===== src/rtl/rx_phy_pkg.sv =====
// Shared definitions for the serial receive path: comma symbol, lane count,
// and the alignment FSM state encoding (also exported as a debug port).
package rx_phy_pkg;

  localparam logic [7:0] COMMA_SYM = 8'hBC;
  localparam int         NUM_LANES = 4;

  typedef enum logic [1:0] {
    HUNT   = 2'd0,
    ALIGN  = 2'd1,
    ACTIVE = 2'd2
  } sync_state_e;

endpackage : rx_phy_pkg


===== src/rtl/rx_sync_lane_ctrl_if.sv =====
// Bundle of the serial input and the four lane outputs of the receive
// controller. The controller side uses the master modport; the serial
// source and lane consumers use the slave modport.
interface rx_sync_lane_ctrl_if;

  logic       data_in;
  logic [7:0] data_out0;
  logic [7:0] data_out1;
  logic [7:0] data_out2;
  logic [7:0] data_out3;
  logic       valid_out0;
  logic       valid_out1;
  logic       valid_out2;
  logic       valid_out3;
  logic       active;
  logic [1:0] sync_state;

  modport master (
    input  data_in,
    output data_out0, data_out1, data_out2, data_out3,
    output valid_out0, valid_out1, valid_out2, valid_out3,
    output active, sync_state
  );

  modport slave (
    output data_in,
    input  data_out0, data_out1, data_out2, data_out3,
    input  valid_out0, valid_out1, valid_out2, valid_out3,
    input  active, sync_state
  );

endinterface : rx_sync_lane_ctrl_if


===== src/rtl/rx_deser8.sv =====
// 8-bit MSB-first deserialiser. Exposes the look-ahead byte (shift register
// with the current input bit appended) and a flag marking the edge that
// samples the last bit of a byte. The bit counter only runs once the FSM
// has left HUNT; realign_i restarts it on a bit-granular comma hit.
module rx_deser8 (
  input  logic       clk,
  input  logic       rst_n,
  input  logic       data_i,
  input  logic       hunt_i,
  input  logic       realign_i,
  output logic [7:0] nsr_o,
  output logic       boundary_o
);

  logic [7:0] sr_q;
  logic [2:0] bit_cnt_q, bit_cnt_d;

  // Look-ahead byte and byte-boundary flag.
  always_comb begin
    nsr_o      = {sr_q[6:0], data_i};
    boundary_o = !hunt_i && (bit_cnt_q == 3'd7);
  end

  // Bit position within the byte: cleared on realignment, counts mod 8 outside HUNT.
  always_comb begin
    bit_cnt_d = bit_cnt_q;
    if (realign_i) begin
      bit_cnt_d = 3'd0;
    end else if (!hunt_i) begin
      bit_cnt_d = bit_cnt_q + 3'd1;
    end
  end

  // Shift register and bit counter state.
  always_ff @(posedge clk or negedge rst_n) begin
    // NOTE: state updates use <= so every register samples pre-edge values.
    if (!rst_n) begin
      sr_q      <= '0;
      bit_cnt_q <= '0;
    end else begin
      sr_q      <= nsr_o;
      bit_cnt_q <= bit_cnt_d;
    end
  end

endmodule : rx_deser8


===== src/rtl/rx_sync_lane_ctrl.sv =====
// Receive-side lane controller: hunts for the comma bit-by-bit, confirms
// byte alignment on COM_COUNT consecutive aligned commas, then distributes
// every non-comma byte round-robin onto four registered lanes with one-cycle
// valid strobes. Once ACTIVE, only reset leaves that state.
module rx_sync_lane_ctrl
  import rx_phy_pkg::*;
#(
  parameter logic [7:0]  COMMA     = COMMA_SYM,
  parameter int unsigned COM_COUNT = 4
) (
  input  logic                        clk_32f,
  input  logic                        reset_L,
  rx_sync_lane_ctrl_if.master         lane_if
);

  localparam logic [3:0] COM_TGT = COM_COUNT[3:0];

  sync_state_e state_q, state_d;
  logic [3:0]  comma_cnt_q, comma_cnt_d;
  logic [1:0]  lane_ptr_q;
  logic [7:0]  data_q [NUM_LANES];
  logic [3:0]  valid_q;

  logic [7:0]  nsr;
  logic        boundary;
  logic        realign;
  logic        lane_wr;
  logic        is_comma;

  rx_deser8 u_deser (
    .clk        (clk_32f),
    .rst_n      (reset_L),
    .data_i     (lane_if.data_in),
    .hunt_i     (state_q == HUNT),
    .realign_i  (realign),
    .nsr_o      (nsr),
    .boundary_o (boundary)
  );

  assign is_comma = (nsr == COMMA);

  // Alignment FSM next state, comma counting and lane-write decision.
  always_comb begin
    // NOTE: every comb output gets a default first so no latch is inferred.
    state_d     = state_q;
    comma_cnt_d = comma_cnt_q;
    realign     = 1'b0;
    lane_wr     = 1'b0;
    case (state_q)
      HUNT: begin
        if (is_comma) begin
          realign     = 1'b1;
          comma_cnt_d = 4'd1;
          state_d     = (COM_COUNT == 1) ? ACTIVE : ALIGN;
        end
      end
      ALIGN: begin
        if (boundary) begin
          if (is_comma) begin
            comma_cnt_d = comma_cnt_q + 4'd1;
            if ((comma_cnt_q + 4'd1) == COM_TGT) begin
              state_d = ACTIVE;
            end
          end else begin
            comma_cnt_d = 4'd0;
            state_d     = HUNT;
          end
        end
      end
      ACTIVE: begin
        lane_wr = boundary && !is_comma;
      end
      default: begin
        state_d     = HUNT;
        comma_cnt_d = 4'd0;
      end
    endcase
  end

  // FSM state and comma counter registers.
  always_ff @(posedge clk_32f or negedge reset_L) begin
    if (!reset_L) begin
      state_q     <= HUNT;
      comma_cnt_q <= '0;
    end else begin
      state_q     <= state_d;
      comma_cnt_q <= comma_cnt_d;
    end
  end

  // Lane scheduler: write the byte to the current lane, pulse its strobe, advance.
  always_ff @(posedge clk_32f or negedge reset_L) begin
    // NOTE: lane data registers are reset too, since consumers see zeros after reset.
    if (!reset_L) begin
      lane_ptr_q <= '0;
      valid_q    <= '0;
      for (int i = 0; i < NUM_LANES; i++) begin
        data_q[i] <= '0;
      end
    end else begin
      valid_q <= '0;
      if (lane_wr) begin
        data_q[lane_ptr_q]  <= nsr;
        valid_q[lane_ptr_q] <= 1'b1;
        lane_ptr_q          <= lane_ptr_q + 2'd1;
      end
    end
  end

  assign lane_if.data_out0  = data_q[0];
  assign lane_if.data_out1  = data_q[1];
  assign lane_if.data_out2  = data_q[2];
  assign lane_if.data_out3  = data_q[3];
  assign lane_if.valid_out0 = valid_q[0];
  assign lane_if.valid_out1 = valid_q[1];
  assign lane_if.valid_out2 = valid_q[2];
  assign lane_if.valid_out3 = valid_q[3];
  assign lane_if.active     = (state_q == ACTIVE);
  assign lane_if.sync_state = state_q;

endmodule : rx_sync_lane_ctrl


===== src/flat_wrapper.sv =====
// flat-port wrapper written by rule: the top's interface ports become plain ports
module rx_sync_lane_ctrl_flat import rx_phy_pkg::*;
#(
  parameter logic [7:0]  COMMA     = COMMA_SYM,
  parameter int unsigned COM_COUNT = 4
)
  (clk_32f, reset_L, lane_if_data_in, lane_if_data_out0, lane_if_data_out1, lane_if_data_out2, lane_if_data_out3, lane_if_valid_out0, lane_if_valid_out1, lane_if_valid_out2, lane_if_valid_out3, lane_if_active, lane_if_sync_state);
  rx_sync_lane_ctrl_if lane_if_i ();
  input  logic clk_32f;
  input  logic reset_L;
  input wire logic [$bits(lane_if_i.data_in)-1:0] lane_if_data_in;
  output wire logic [$bits(lane_if_i.data_out0)-1:0] lane_if_data_out0;
  output wire logic [$bits(lane_if_i.data_out1)-1:0] lane_if_data_out1;
  output wire logic [$bits(lane_if_i.data_out2)-1:0] lane_if_data_out2;
  output wire logic [$bits(lane_if_i.data_out3)-1:0] lane_if_data_out3;
  output wire logic [$bits(lane_if_i.valid_out0)-1:0] lane_if_valid_out0;
  output wire logic [$bits(lane_if_i.valid_out1)-1:0] lane_if_valid_out1;
  output wire logic [$bits(lane_if_i.valid_out2)-1:0] lane_if_valid_out2;
  output wire logic [$bits(lane_if_i.valid_out3)-1:0] lane_if_valid_out3;
  output wire logic [$bits(lane_if_i.active)-1:0] lane_if_active;
  output wire logic [$bits(lane_if_i.sync_state)-1:0] lane_if_sync_state;
  assign lane_if_i.data_in = lane_if_data_in;
  assign lane_if_data_out0 = lane_if_i.data_out0;
  assign lane_if_data_out1 = lane_if_i.data_out1;
  assign lane_if_data_out2 = lane_if_i.data_out2;
  assign lane_if_data_out3 = lane_if_i.data_out3;
  assign lane_if_valid_out0 = lane_if_i.valid_out0;
  assign lane_if_valid_out1 = lane_if_i.valid_out1;
  assign lane_if_valid_out2 = lane_if_i.valid_out2;
  assign lane_if_valid_out3 = lane_if_i.valid_out3;
  assign lane_if_active = lane_if_i.active;
  assign lane_if_sync_state = lane_if_i.sync_state;
  rx_sync_lane_ctrl #(.COMMA(COMMA), .COM_COUNT(COM_COUNT)) u_core (.clk_32f(clk_32f), .reset_L(reset_L), .lane_if(lane_if_i));
endmodule

===== config.mk =====
export PLATFORM = sky130hd
export DESIGN_NAME = rx_sync_lane_ctrl_flat
export DESIGN_NICKNAME = d
export VERILOG_FILES = /design/src/rtl/rx_phy_pkg.sv /design/src/rtl/rx_sync_lane_ctrl_if.sv /design/src/rtl/rx_deser8.sv /design/src/rtl/rx_sync_lane_ctrl.sv /design/src/flat_wrapper.sv
export SDC_FILE = /design/constraint.sdc
export NUM_CORES = 1
export LEC_CHECK = 0
export BUFFER_PORTS_ARGS = -buffer_cell sky130_fd_sc_hd__buf_4
export CORE_MARGIN = 4
export CORE_UTILIZATION = 45
export CTS_CLUSTER_SIZE = 28
export DETAILED_ROUTE_END_ITERATION = 12
export PLACE_DENSITY = 0.69
export SYNTH_ARGS = -nofsm -noshare
export SYNTH_HDL_FRONTEND = slang
export SYNTH_HIERARCHICAL = 1
export SYNTH_SLANG_ARGS = --single-unit

===== constraint.sdc =====
create_clock -name clk_32f -period 3.1 [get_ports clk_32f]
set_input_delay 0.31 -clock clk_32f [delete_from_list [all_inputs] [get_ports clk_32f]]
set_output_delay 0.31 -clock clk_32f [all_outputs]
set_load 0.005 [all_outputs]

After elaboration in Yosys (flattened, before gate mapping):

Cells that the tools add are included.

* output and inout port bits: 39
* register bits: 54
* input bits: 3
* word-level logic and storage cells: 57

* bitwise gates (word level): 2
* muxes and demuxes: 20
* $add $sub $neg: 3
* order comparisons: 4
* eq/ne operators: 9
* reduce and logical (&&, ||, !) cells: 9

Operators with widths (number)
* $bwmux W32: 1
* $demux W8 S2: 1
* $mux W4: 4
* $pmux W4 S3: 1
* $eq A8 B8 Y1 const B: 1
* $mux W2: 4
* $mux W8: 1
* $mux W3: 2
* $ne A2 B1 Y1 const B: 3
* $pmux W2 S3: 1
* $add A4 B1 Y4 const B: 1
* $eq A4 B3 Y1 const B: 1
* $logic_and A1 B1 Y1: 4
* $mux W1: 4
* $reduce_and A4 Y1: 1
* $add A3 B1 Y3 const B: 1
* $eq A3 B3 Y1 const B: 1
* $ge A3 B3 Y1 const B: 1
* $lt A2 B3 Y1 const B: 1
* $lt A3 B1 Y1 const B: 1
* $ne A3 B3 Y1 const B: 1
* $not A2 Y3: 1
* $reduce_and A3 Y1: 1
* $add A2 B1 Y2 const B: 1
* 7 further kinds: 8

Depth between registers and ports, before layout:

Gate-level depths: netlist (run 1).

* word-level depth: 6
* mapped depth: 7
* mapped depth without buffers: 7

Hierarchy:

Netlist (run 1), hierarchy kept.

By module, submodules not included
* rx_sync_lane_ctrl: area an instance 1889.3 um^2, seq. area each 1101.1 um^2, times used 1, cells an instance 139
* rx_deser8: area an instance 331.6 um^2, seq. area each 250.2 um^2, times used 1, cells an instance 20

Least setup slack after synthesis (run 1):

OpenSTA, ideal clock, no wires.

* path type: reg-to-reg
* start: register u_core.state_q[0] (netlist: u_core/lane_if.sync_state[0])
* end: register u_core.data_q, in the netlist u_core/lane_if.data_out0[0]
* arrival time: 2.122 ns
* path buffers: 1
* stages on the path, launching flop included: 8
* clock period less this slack: 2.249 ns
* data required time: 2.972 ns
* setup time: 0.128 ns
* path slack: 0.851 ns
* cells stage by stage: dfrtp_1 > clkbuf_1 > nor2_1 > and2b_2 > inv_1 > a2111oi_4 > nand2_2 > mux2_1

* word-level cells in the longest chain between the ends: 5
* elaborated cells on any way between the ends: 6
* those cells by class: eq/ne: 1; mux: 1; reduce/logical: 4

RTL lines
* start, declared: RTL line rx_sync_lane_ctrl.sv:18 `sync_state_e state_q, state_d;`
* start signal, assigned: RTL line rx_sync_lane_ctrl.sv:86 `state_q <= state_d;`
* $logic_not A2 Y1: RTL line rx_sync_lane_ctrl.sv:34 `.hunt_i (state_q == HUNT),`
* $logic_not A1 Y1
* $logic_and A1 B1 Y1: RTL line rx_deser8.sv:21 `boundary_o = !hunt_i && (bit_cnt_q == 3'd7);`
* via u_core.boundary: RTL line rx_sync_lane_ctrl.sv:25 `logic boundary;`
* $logic_and A1 B1 Y1: RTL line rx_sync_lane_ctrl.sv:71 `lane_wr = boundary && !is_comma;`
* $mux W1: RTL line rx_sync_lane_ctrl.sv:49 `case (state_q)`
* end signal, assigned by index: RTL line rx_sync_lane_ctrl.sv:103 `data_q[lane_ptr_q] <= nsr;`
* end, declared: RTL line rx_sync_lane_ctrl.sv:21 `logic [7:0] data_q [NUM_LANES];`

The timed path passes the listed nets, and every way through them passes these cells.
A chain may end at the register's enable or synchronous reset.

Final worst setup path (run 1):

* start: register u_core.state_q[0] (netlist: u_core/lane_if.sync_state[0])
* end: register u_core.data_q, in the netlist u_core/lane_if.data_out3[0]

Same word-level chain as after synthesis.

==> results of run 1 <==
state kept, by name, summed over array words and instances, names as in the netlist:
register,cells
u_core/lane_if.data_out0,8
u_core/lane_if.data_out1,8
u_core/lane_if.data_out2,8
u_core/lane_if.data_out3,8
u_core/u_deser/sr_q,7
u_core/comma_cnt_q,4
u_core/valid_q,4
u_core/u_deser/bit_cnt_q,3
u_core/lane_if.sync_state,2
u_core/lane_ptr_q,2
cells in the final DEF, fill, tap and decap left out, types with 3 or more instances in the layout:
cell and instances:
dfrtp_1 54, buf_4 41, mux2_2 30, inv_1 9
ha_1 8, nor2_1 6, clkbuf_8 5, nand2_1 5
nand2_2 4, nand3_1 4, nor2b_1 3, o21ai_0 3
a21oi_1 3
metrics by stage:
step / setup slack (ps) / utilization, % / cells / area [um^2] / total power, uW
2_1_floorplan: 851 / - / 159 / 2220 / 837
3_3_place_gp: 817 / 54.7 / 265 / 2600 / 870
3_5_place_dp: 679 / 54.7 / 265 / 2600 / 881
4_1_cts: 679 / 56.6 / 273 / 2690 / 1270
5_1_grt: 508 / 56.6 / 273 / 2690 / 1320
6_report: 669 / 56.6 / 273 / 2690 / 1250
report_power, final:
| part | total, uW | switching, uW | internal (uW) |
|---|---|---|---|
| Combinational | 105 | 63.2 | 42.1 |
| Clock | 386 | 227 | 159 |
| Sequential | 761 | 28.9 | 732 |
per-layer routing:
metal / share of wire (%) / wire (um) / GRT usage, % / up-vias
met4: 1.0 / 45 / 5.24 / 0
met1: 45 / 1950 / 20.0 / 721
li1: - / - / - / 652
met3: 5.2 / 225 / 4.01 / 7
met5: 0 / 0 / 0 / -
met2: 49 / 2140 / 25.7 / 37
cells by family after synthesis:
family,count (synthesis),synth area share (%)
AO/OA/AOI/OAI,14,4.96
multiplexers,34,17.1
adder cells (fa/ha/maj),8,4.51
buffers and inverters,11,2.03
flip-flops,54,60.8
AND/OR/NAND/NOR,35,9.35
XOR/XNOR,3,1.18
how the worst max path moves through the flow:
stage | start | endpoint | slack [ps]
2_1_floorplan | u_core/lane_if.sync_state[0]$_DFFE_PN0P_ | u_core/lane_if.data_out0[0]$_DFFE_PN0P_ | 850
3_3_place_gp | u_core/lane_if.sync_state[0]$_DFFE_PN0P_ | u_core/lane_if.data_out0[0]$_DFFE_PN0P_ | 820
3_5_place_dp | u_core/lane_if.sync_state[0]$_DFFE_PN0P_ | u_core/lane_if.data_out3[0]$_DFFE_PN0P_ | 680
4_1_cts | u_core/lane_if.sync_state[0]$_DFFE_PN0P_ | u_core/lane_if.data_out3[0]$_DFFE_PN0P_ | 680
5_1_grt | u_core/lane_if.sync_state[0]$_DFFE_PN0P_ | u_core/lane_if.data_out3[0]$_DFFE_PN0P_ | 510
6_report | u_core/lane_if.sync_state[0]$_DFFE_PN0P_ | u_core/lane_if.data_out3[0]$_DFFE_PN0P_ | 670
final cells by class:
cell class | count | share of cell area (%)
clock buffer | 5 | 2.56
clock inverter | 3 | 0.698
inverter | 9 | 1.26
multi-input combinational | 94 | 30.7
sequential | 54 | 50.3
tap | 67 | 3.12
timing repair buffer | 41 | 11.4
critical path: cells and delay by family (launching register included):
| family | cells | cell delay, ps |
|---|---|---|
| muxes | 1 | 380 |
| AOI/OAI and AO/OA | 1 | 480 |
| DFF | 1 | 520 |
| buffers and inverters | 1 | 140 |
| and+or+nand+nor | 3 | 810 |
==> impl_results.md, run 1 <==
* GRT Total Usage at ~16%
* Min cycle time layout at between 2000 and 2500 ps
* Synthesis-stage register bit count at 54
* Cell taking the most area after synthesis: dfrtp_1
* Clk sinks at 54
* Row count at 25
* Port Buffers at 41
* Max Root-Sink Buffers at 2
* CP cell instances: nor2_1, and2b_2, inv_1, a2111oi_4, nand2_2, mux2_1
* Required time of the critical path at between 3000 and 4000 ps
* I/O pins at 42
* Total Neg Setup Slack at 0 ps
* Clock skew at 8.50 ps
* Clock latency on the worst-skew pair at around 300 ps
* Congestion Overflow GR at 0
* # resized after CTS at 0
* Drt first pass iters at 4
* Synth Flop Type: dfrtp_1
* Top cells by count, synth: dfrtp_1, mux2_2, inv_1, ha_1, nor2_1
* Crit Reg-Reg Startpoint: u_core/lane_if.sync_state[0]$_DFFE_PN0P_
* Worst Setup End Kind: flop
* Slowest CP cell: dfrtp_1
* # hold bufs at CTS at 0
* Unrepaired setup endpoints after global routing: false
* Largest cells by area after synthesis: dfrtp_1, mux2_2, ha_1, inv_1, a2111oi_4
* Yosys warnings at 6
* # setup viols final at 0
* Via density at 5.19
* Reg area at about 1400 um^2
* Ant diodes at 0
* Initial Util at 46.7%
* Worst flop-to-flop path endpoint: u_core/lane_if.data_out3[0]$_DFFE_PN0P_
* Number of H-tree levels at 2
* Detail Route Antenna Nets at 0
* Mapped Cells at 159
* Syn nets at 170
* Outcome: completed
* First-pass GRT wire length at 7390 um
* Number of global-route vias before repair at 1500
* Avg Inst Size Synth at 14.0 um^2
* Root buffer selected by CTS: clkbuf_8
* Crit path max fanout at 9
* Worst-margin pin slew at 658 ps
* Die width at 78.3 um
* R2R depth at 6
* PD cells at approximately 470 nW/um^2
* Max transition margin at 56.2%
* HPWL after detailed placement at 3110 um
* Reg clk slew, reported paths at around 100 ps
* Fmax at between 0.4 and 0.5 GHz
* P_leak at 0.00142 uW
* Final Slew Violations at 0
* Final Hold Fails at 0
* Min Hold Slack at 38.2 ps
* Layout cells sized above 1 at a little over two fifths
* # fillers at 414
* GPL Wtd Cong at around 0.96
* Area of the multi-input gates at 825 um^2
* Post-CTS setup repair buffer count at 0
* First-iteration detailed-routing DRC count at 33
* Post-synth cell types at 34
* R2R Setup Slk at 670 ps
* # DRC at 0
* Post-synth EDFFs at 0
* CTS tree: built
* Worst vdd rail ir drop at 0.000300 V
* Period utilization at 78.4%
* Crit path largest cell delay at 520 ps
* Core Box Area at roughly 4800 um^2
* Die height at 78.3 um
* Worst Hold Class: input port to async pin
* CP arrival at 2630 ps
* Critical path class: flop to flop
* Initial antenna violation count at 0
* Avg WL per Cell at approximately 16 um
* Max-capacitance violation count at 0
* Startpoint types: flop
* Most common cell in the netlist: dfrtp_1
* Die area at just over 6000 um^2
* Share of the synthesized area in the top cell type at 60.8%
* Cell Area, Synth at 2220 um^2
* CTS Buf Count at 5
* Syn-to-layout area delta at 21.1%
* Drt total wl at 4360 um
* Fraction of registers with async set/reset at 100%
* Nets at 216
* Largest net degree at the start of global routing at 55
* Via Count at 1417
* Sequential fraction of the synthesis area at around three fifths
Power figures use the tool's default switching activity.
==> run 2: changes to the inputs <==
==> constraint.sdc (replaced) <==
create_clock -name clk_32f -period 2.4 [get_ports clk_32f]
set_input_delay 0.24 -clock clk_32f [delete_from_list [all_inputs] [get_ports clk_32f]]
set_output_delay 0.24 -clock clk_32f [all_outputs]
set_load 0.005 [all_outputs]
==> impl_results.md, run 2 (same netlist as run 1, synthesis figures left out) <==
* Final Slew Violations at 0
* Critical path class: flop to flop
* Worst Setup End Kind: flop
* Worst flop-to-flop path endpoint: u_core/lane_if.data_out2[0]$_DFFE_PN0P_
* Drt total wl at roughly 4500 um
* Total Neg Setup Slack at 0 ps
* Row count at 25
* Die height at 78.3 um
* Congestion Overflow GR at 0
* CTS tree: built
* Worst-margin pin slew at 663 ps
* Clk sinks at 54
* GRT Total Usage at 16.0%
* CP arrival at 2360 ps
* Clock latency on the worst-skew pair at roughly 300 ps
* Number of global-route vias before repair at 1588
* Layout cells sized above 1 at 43.1%
* Initial Util at 46.7%
* P_leak at 0.00145 uW
* Ant diodes at 0
* Initial antenna violation count at 0
* # DRC at 0
* Max Root-Sink Buffers at 2
* Final Hold Fails at 0
* Startpoint types: flop
* First-pass GRT wire length at 7710 um
* I/O pins at 42
* Total chip power at around 1700 uW
* Commonest non-fill, non-tap cells in the layout: dfrtp_1, buf_4, mux2_2
* HPWL after detailed placement at roughly 3300 um
* First-iteration detailed-routing DRC count at 50
* Root buffer selected by CTS: clkbuf_8
* Max transition margin at 55.8%
* Via density at 5.18
* Die area at 6120 um^2
* Worst Hold Class: input port to flop
* Detail Route Antenna Nets at 0
* Outcome: completed
* Fmax at about 0.46 GHz
* Largest net degree at the start of global routing at between 50 and 60
* Worst vdd rail ir drop at 0.000369 V
* Crit Reg-Reg Startpoint: u_core/u_deser/bit_cnt_q[0]$_DFFE_PN0P_
* Port Buffers at around 40
* Min cycle time layout at about 2200 ps
* # setup viols final at 0
* Worst setup path end: u_core/lane_if.data_out2[0]$_DFFE_PN0P_
* Area of the multi-input gates at 825 um^2
* Drt first pass iters at 5
* Syn-to-layout area delta at 23.7%
* Unrepaired setup endpoints after global routing: false
* Via Count at 1440
* Crit path max fanout at 9
* CTS Buf Count at 5
* Clock skew at 4.01 ps
* R2R Setup Slk at 230 ps
* Commonest non-fill, non-tap cell in the layout: dfrtp_1
* R2R depth at 8
* Number of H-tree levels at 2
* Max-capacitance violation count at 0
* # resized after CTS at 0
* Critical Path Start: u_core/u_deser/bit_cnt_q[0]$_DFFE_PN0P_
* PD cells at 613 nW/um^2
* Core Box Area at 4750 um^2
* Nets at around 220
* Avg WL per Cell at 16.2 um
* Reg area at 1350 um^2
* Period utilization at 90.5%
* # fillers at between 400 and 500
* GPL Wtd Cong at 0.858
* Reg clk slew, reported paths at 90 ps
* Die width at approximately 78 um
* Required time of the critical path at 2590 ps
-- run 2: cell types whose count changed in the layout (fill, tap and decap cells not counted), sizes merged --
cell / change
buf: +4
clkbuf: +2
clkinv: -1
dlygate4sd3: +1
inv: -1
-- run 2: layout make-up --
type / instances / share of cell area (%)
timing repair buffer: 46 / 12.7
tap: 67 / 3.05
sequential: 54 / 49.2
clock inverter: 1 / 0.319
clock buffer: 7 / 3.51
multi-input combinational: 94 / 30.0
inverter: 9 / 1.23
-- run 2: worst max-delay path: stages, from the launching register on --
cell and delay, ps:
dfrtp_1 410, ha_1 210, ha_1 170, and2b_2 230
inv_1 190, a2111oi_4 80, buf_4 180, nand2_2 220
mux2_2 370
-- run 2: repair_timing --
item	CTS	global route
setup endpoints to repair	0	5
hold endpoints to repair	54	0
setup buffers	0	2
hold buffers	1	0
-- run 2: report_power, final --
part           internal (uW)  switching, uW  total (uW)
logic                   66.3           92.5         159
registers                945           31.6         977
clock network            265            283         548
total                   1280            407        1680
-- run 2: stage by stage --
stage | setup slack [ps] | cells | util (%) | hold slack [ps] | area, um^2
2_1_floorplan | 151 | 159 | - | -55.6 | 2220
3_3_place_gp | 232 | 267 | 55.0 | 306 | 2620
3_5_place_dp | 162 | 267 | 55.0 | 313 | 2620
4_1_cts | 135 | 276 | 57.4 | 88.6 | 2730
5_1_grt | 135 | 278 | 57.8 | 84.8 | 2750
6_report | 228 | 278 | 57.8 | 101 | 2750
-- run 2: worst min-delay path by stage --
stage,from,slack [ps],depth (start not counted),to
6_report,lane_if_data_in,100,1,u_core/u_deser/sr_q[0]$_DFF_PN0_
5_1_grt,lane_if_data_in,80,1,u_core/u_deser/sr_q[0]$_DFF_PN0_
4_1_cts,lane_if_data_in,90,1,u_core/u_deser/sr_q[0]$_DFF_PN0_
3_5_place_dp,reset_L,310,1,u_core/lane_if.sync_state[0]$_DFFE_PN0P_
3_3_place_gp,reset_L,310,1,u_core/u_deser/bit_cnt_q[2]$_DFFE_PN0P_
2_1_floorplan,reset_L,-60,0,u_core/comma_cnt_q[0]$_DFFE_PN0P_
-- run 2: routing by layer --
layer / part of all wire (%) / routed length (um) / vias up / global-route usage (%)
met4: 1.2 / 54 / 0 / 5.42
met3: 5.6 / 253 / 8 / 4.93
met1: 42 / 1880 / 724 / 19.6
li1: - / - / 665 / -
met5: 0 / 0 / - / 0
met2: 51 / 2310 / 43 / 26.9
==> run 3: changes to the inputs <==
--- a/config.mk
+++ b/config.mk
@@ -5,6 +5,7 @@
 export SDC_FILE = /design/constraint.sdc
 export NUM_CORES = 1
 export LEC_CHECK = 0
+export ABC_AREA = 1
 export BUFFER_PORTS_ARGS = -buffer_cell sky130_fd_sc_hd__buf_4
 export CORE_MARGIN = 4
 export CORE_UTILIZATION = 45
==> impl_results.md, run 3 <==
* Switch Pwr at 401 uW
* Final Hold Fails at 0
* CTS Buf Count at 5
* Clock skew at 9.36 ps
* Avg WL per Cell at 12.9 um
* Core Box Area at 4850 um^2
* Final core occ at 57.1%
* Die width at 79.8 um
* Fmax at 0.514 GHz
* Startpoint types: flop
* Share of the synthesized area in the top cell type at between 50% and 60%
* Worst-margin pin slew at 652 ps
* Final Slew Violations at 0
* Commonest non-fill, non-tap cells in the layout: nand2_1, dfrtp_1, buf_4
* Worst vdd rail ir drop at 0.000328 V
* # DRC at 0
* PD cells at slightly below 600 nW/um^2
* Unrepaired setup endpoints after global routing: false
* Sw Share at ~24%
* Synth Flop Type: dfrtp_1
* Commonest non-fill, non-tap cell in the layout: nand2_1
* Critical path class: flop to flop
* Detail Route Antenna Nets at 0
* Largest net degree at the start of global routing at 55
* Period utilization at about four fifths
* Cell taking the most area after synthesis: dfrtp_1
* Top cells by count, synth: nand2_1, dfrtp_1, o21ai_0, inv_1, nand3_1
* GRT Total Usage at around 17%
* Sequential cell fraction of total power at 60.8%
* Synthesis-stage register bit count at 54
* CTS tree: built
* Worst Setup End Kind: flop
* Number of H-tree levels at 2
* Crit path max fanout at 39
* Outcome: completed
* Reg clk slew, reported paths at 90 ps
* Sequential fraction of the synthesis area at 58.3%
* CP arrival at 2190 ps
* Most common cell in the netlist: nand2_1
* HPWL after detailed placement at roughly 3200 um
* # resized after CTS at 0
* Initial Util at 47.8%
* Congestion Overflow GR at 0
* Syn-to-layout area delta at 19.4%
* Row count at 25
* Port Buffers at 41
* Clk network pwr share at 29.5%
* Syn nets at 258
* First-iteration detailed-routing DRC count at around 150
* P_leak at 0.00138 uW
* Clk sinks at 54
* Via Count at 1754
* Required time of the critical path at 2640 ps
* Internal power at about 1300 uW
* Drt total wl at between 4000 and 5000 um
* Ant diodes at 0
* Number of global-route vias before repair at 1681
* Drt first pass iters at 4
* Die area at 6370 um^2
* Worst Hold Class: input port to flop
* Cell Area, Synth at approximately 2300 um^2
* Max-capacitance violation count at 0
* Layout cells sized above 1 at about 22%
* Initial antenna violation count at 0
* First-pass GRT wire length at 8150 um
* I/O pins at 42
* Nets at 303
* Max transition margin at between 50% and 60%
* Clock latency on the worst-skew pair at about 300 ps
* Root buffer selected by CTS: clkbuf_8
* Via density at 4.87
* Yosys warnings at 6
* Largest cells by area after synthesis: dfrtp_1, nand2_1, o21ai_0, ha_1, inv_1
* GPL Wtd Cong at 0.769
* Min cycle time layout at about 2000 ps
* Mapped Cells at 247
* Post-synth EDFFs at 0
* Die height at about 80 um
* Max Root-Sink Buffers at 2
* Post-synth cell types at 22
* Total Neg Setup Slack at 0 ps
* # setup viols final at 0
* Avg Inst Size Synth at 9.39 um^2
* Logic pwr share at under 10%
* Fraction of registers with async set/reset at between 90% and 100%
==> run 3: logic make-up (layout without fill, tap and decap cells) <==
family / count (synthesis) / after routing / synth area share [%]
buffers and inverters: 28 / 74 / 5.66
DFF: 54 / 54 / 58.3
AOI/OAI and AO/OA: 37 / 37 / 8.31
adders and majority gates: 8 / 8 / 4.32
and+or+nand+nor: 119 / 119 / 22.8
xor gates and xnor gates: 1 / 1 / 0.701
==> run 3: layout make-up <==
cell class                      instances  area, um^2
Clock buffer                            6        72.6
Timing Repair Buffer                   43         325
Sequential cell                        54        1350
Clock inverter                          2        13.8
Inverter                               23        86.3
Fill cell                             439        2080
Multi-Input combinational cell        165         837
Tap cell                               67        83.8
==> run 3: final timing paths <==
kind | start | end | slack, ps | cells after the start
setup / recovery | u_core/u_deser/bit_cnt_q[0]$_DFFE_PN0P_ | u_core/lane_if.data_out1[3]$_DFFE_PN0P_ | 460 | 8
hold / removal | lane_if_data_in | u_core/u_deser/sr_q[0]$_DFF_PN0_ | 110 | 1
setup reg to reg | u_core/u_deser/bit_cnt_q[0]$_DFFE_PN0P_ | u_core/lane_if.data_out1[3]$_DFFE_PN0P_ | 460 | 8
hold reg to reg | u_core/lane_if.data_out1[5]$_DFFE_PN0P_ | u_core/lane_if.data_out1[5]$_DFFE_PN0P_ | 510 | 2
max in group asynchronous | reset_L | u_core/comma_cnt_q[0]$_DFFE_PN0P_ | 1460 | 2
min in group asynchronous | reset_L | u_core/lane_if.data_out0[4]$_DFFE_PN0P_ | 490 | 2
==> run 3: layer usage <==
metal  wire length (um)  part of all wire [%]  global-route usage [%]
met1               2120                    46                    23.2
met2               2140                    46                    25.5
met3                353                   7.6                    4.85
met4                 38                  0.82                    3.55
met5                  0                     0                       0
==> run 3: power groups by stage <==
stage | clock network [uW] | registers (uW) | logic, uW
after CTS | 514 | 1010 | 166
after detailed placement | 0 | 1020 | 164
after floorplan | 0 | 1020 | 49.2
after global routing | 561 | 1010 | 185
final | 488 | 1000 | 160
after global placement | 0 | 1020 | 159
==> run 3: per-stage QoR <==
stage / power [uW] / hold WS, ps / setup slack, ps / instances / cell area, um^2
after floorplan: 1070 / -55.6 / 800 / 247 / 2320
after CTS: 1690 / 104 / 442 / 360 / 2770
after detailed placement: 1190 / 320 / 454 / 351 / 2670
after global placement: 1180 / 322 / 535 / 351 / 2670
after global routing: 1760 / 104 / 268 / 360 / 2770
final: 1650 / 113 / 456 / 360 / 2770
==> run 3: critical path, stage by stage, from the launching register on <==
cell and delay, ps:
dfrtp_1 380, ha_1 170, ha_1 150, inv_1 40
nor2_1 210, nand3_4 420, nor2_4 360, nand2_1 90
nand2_1 70
==> run 3: repair_timing <==
item	CTS	global route
buffers inserted	0	0
endpoints found under the hold margin	54	0
hold buffers	1	0
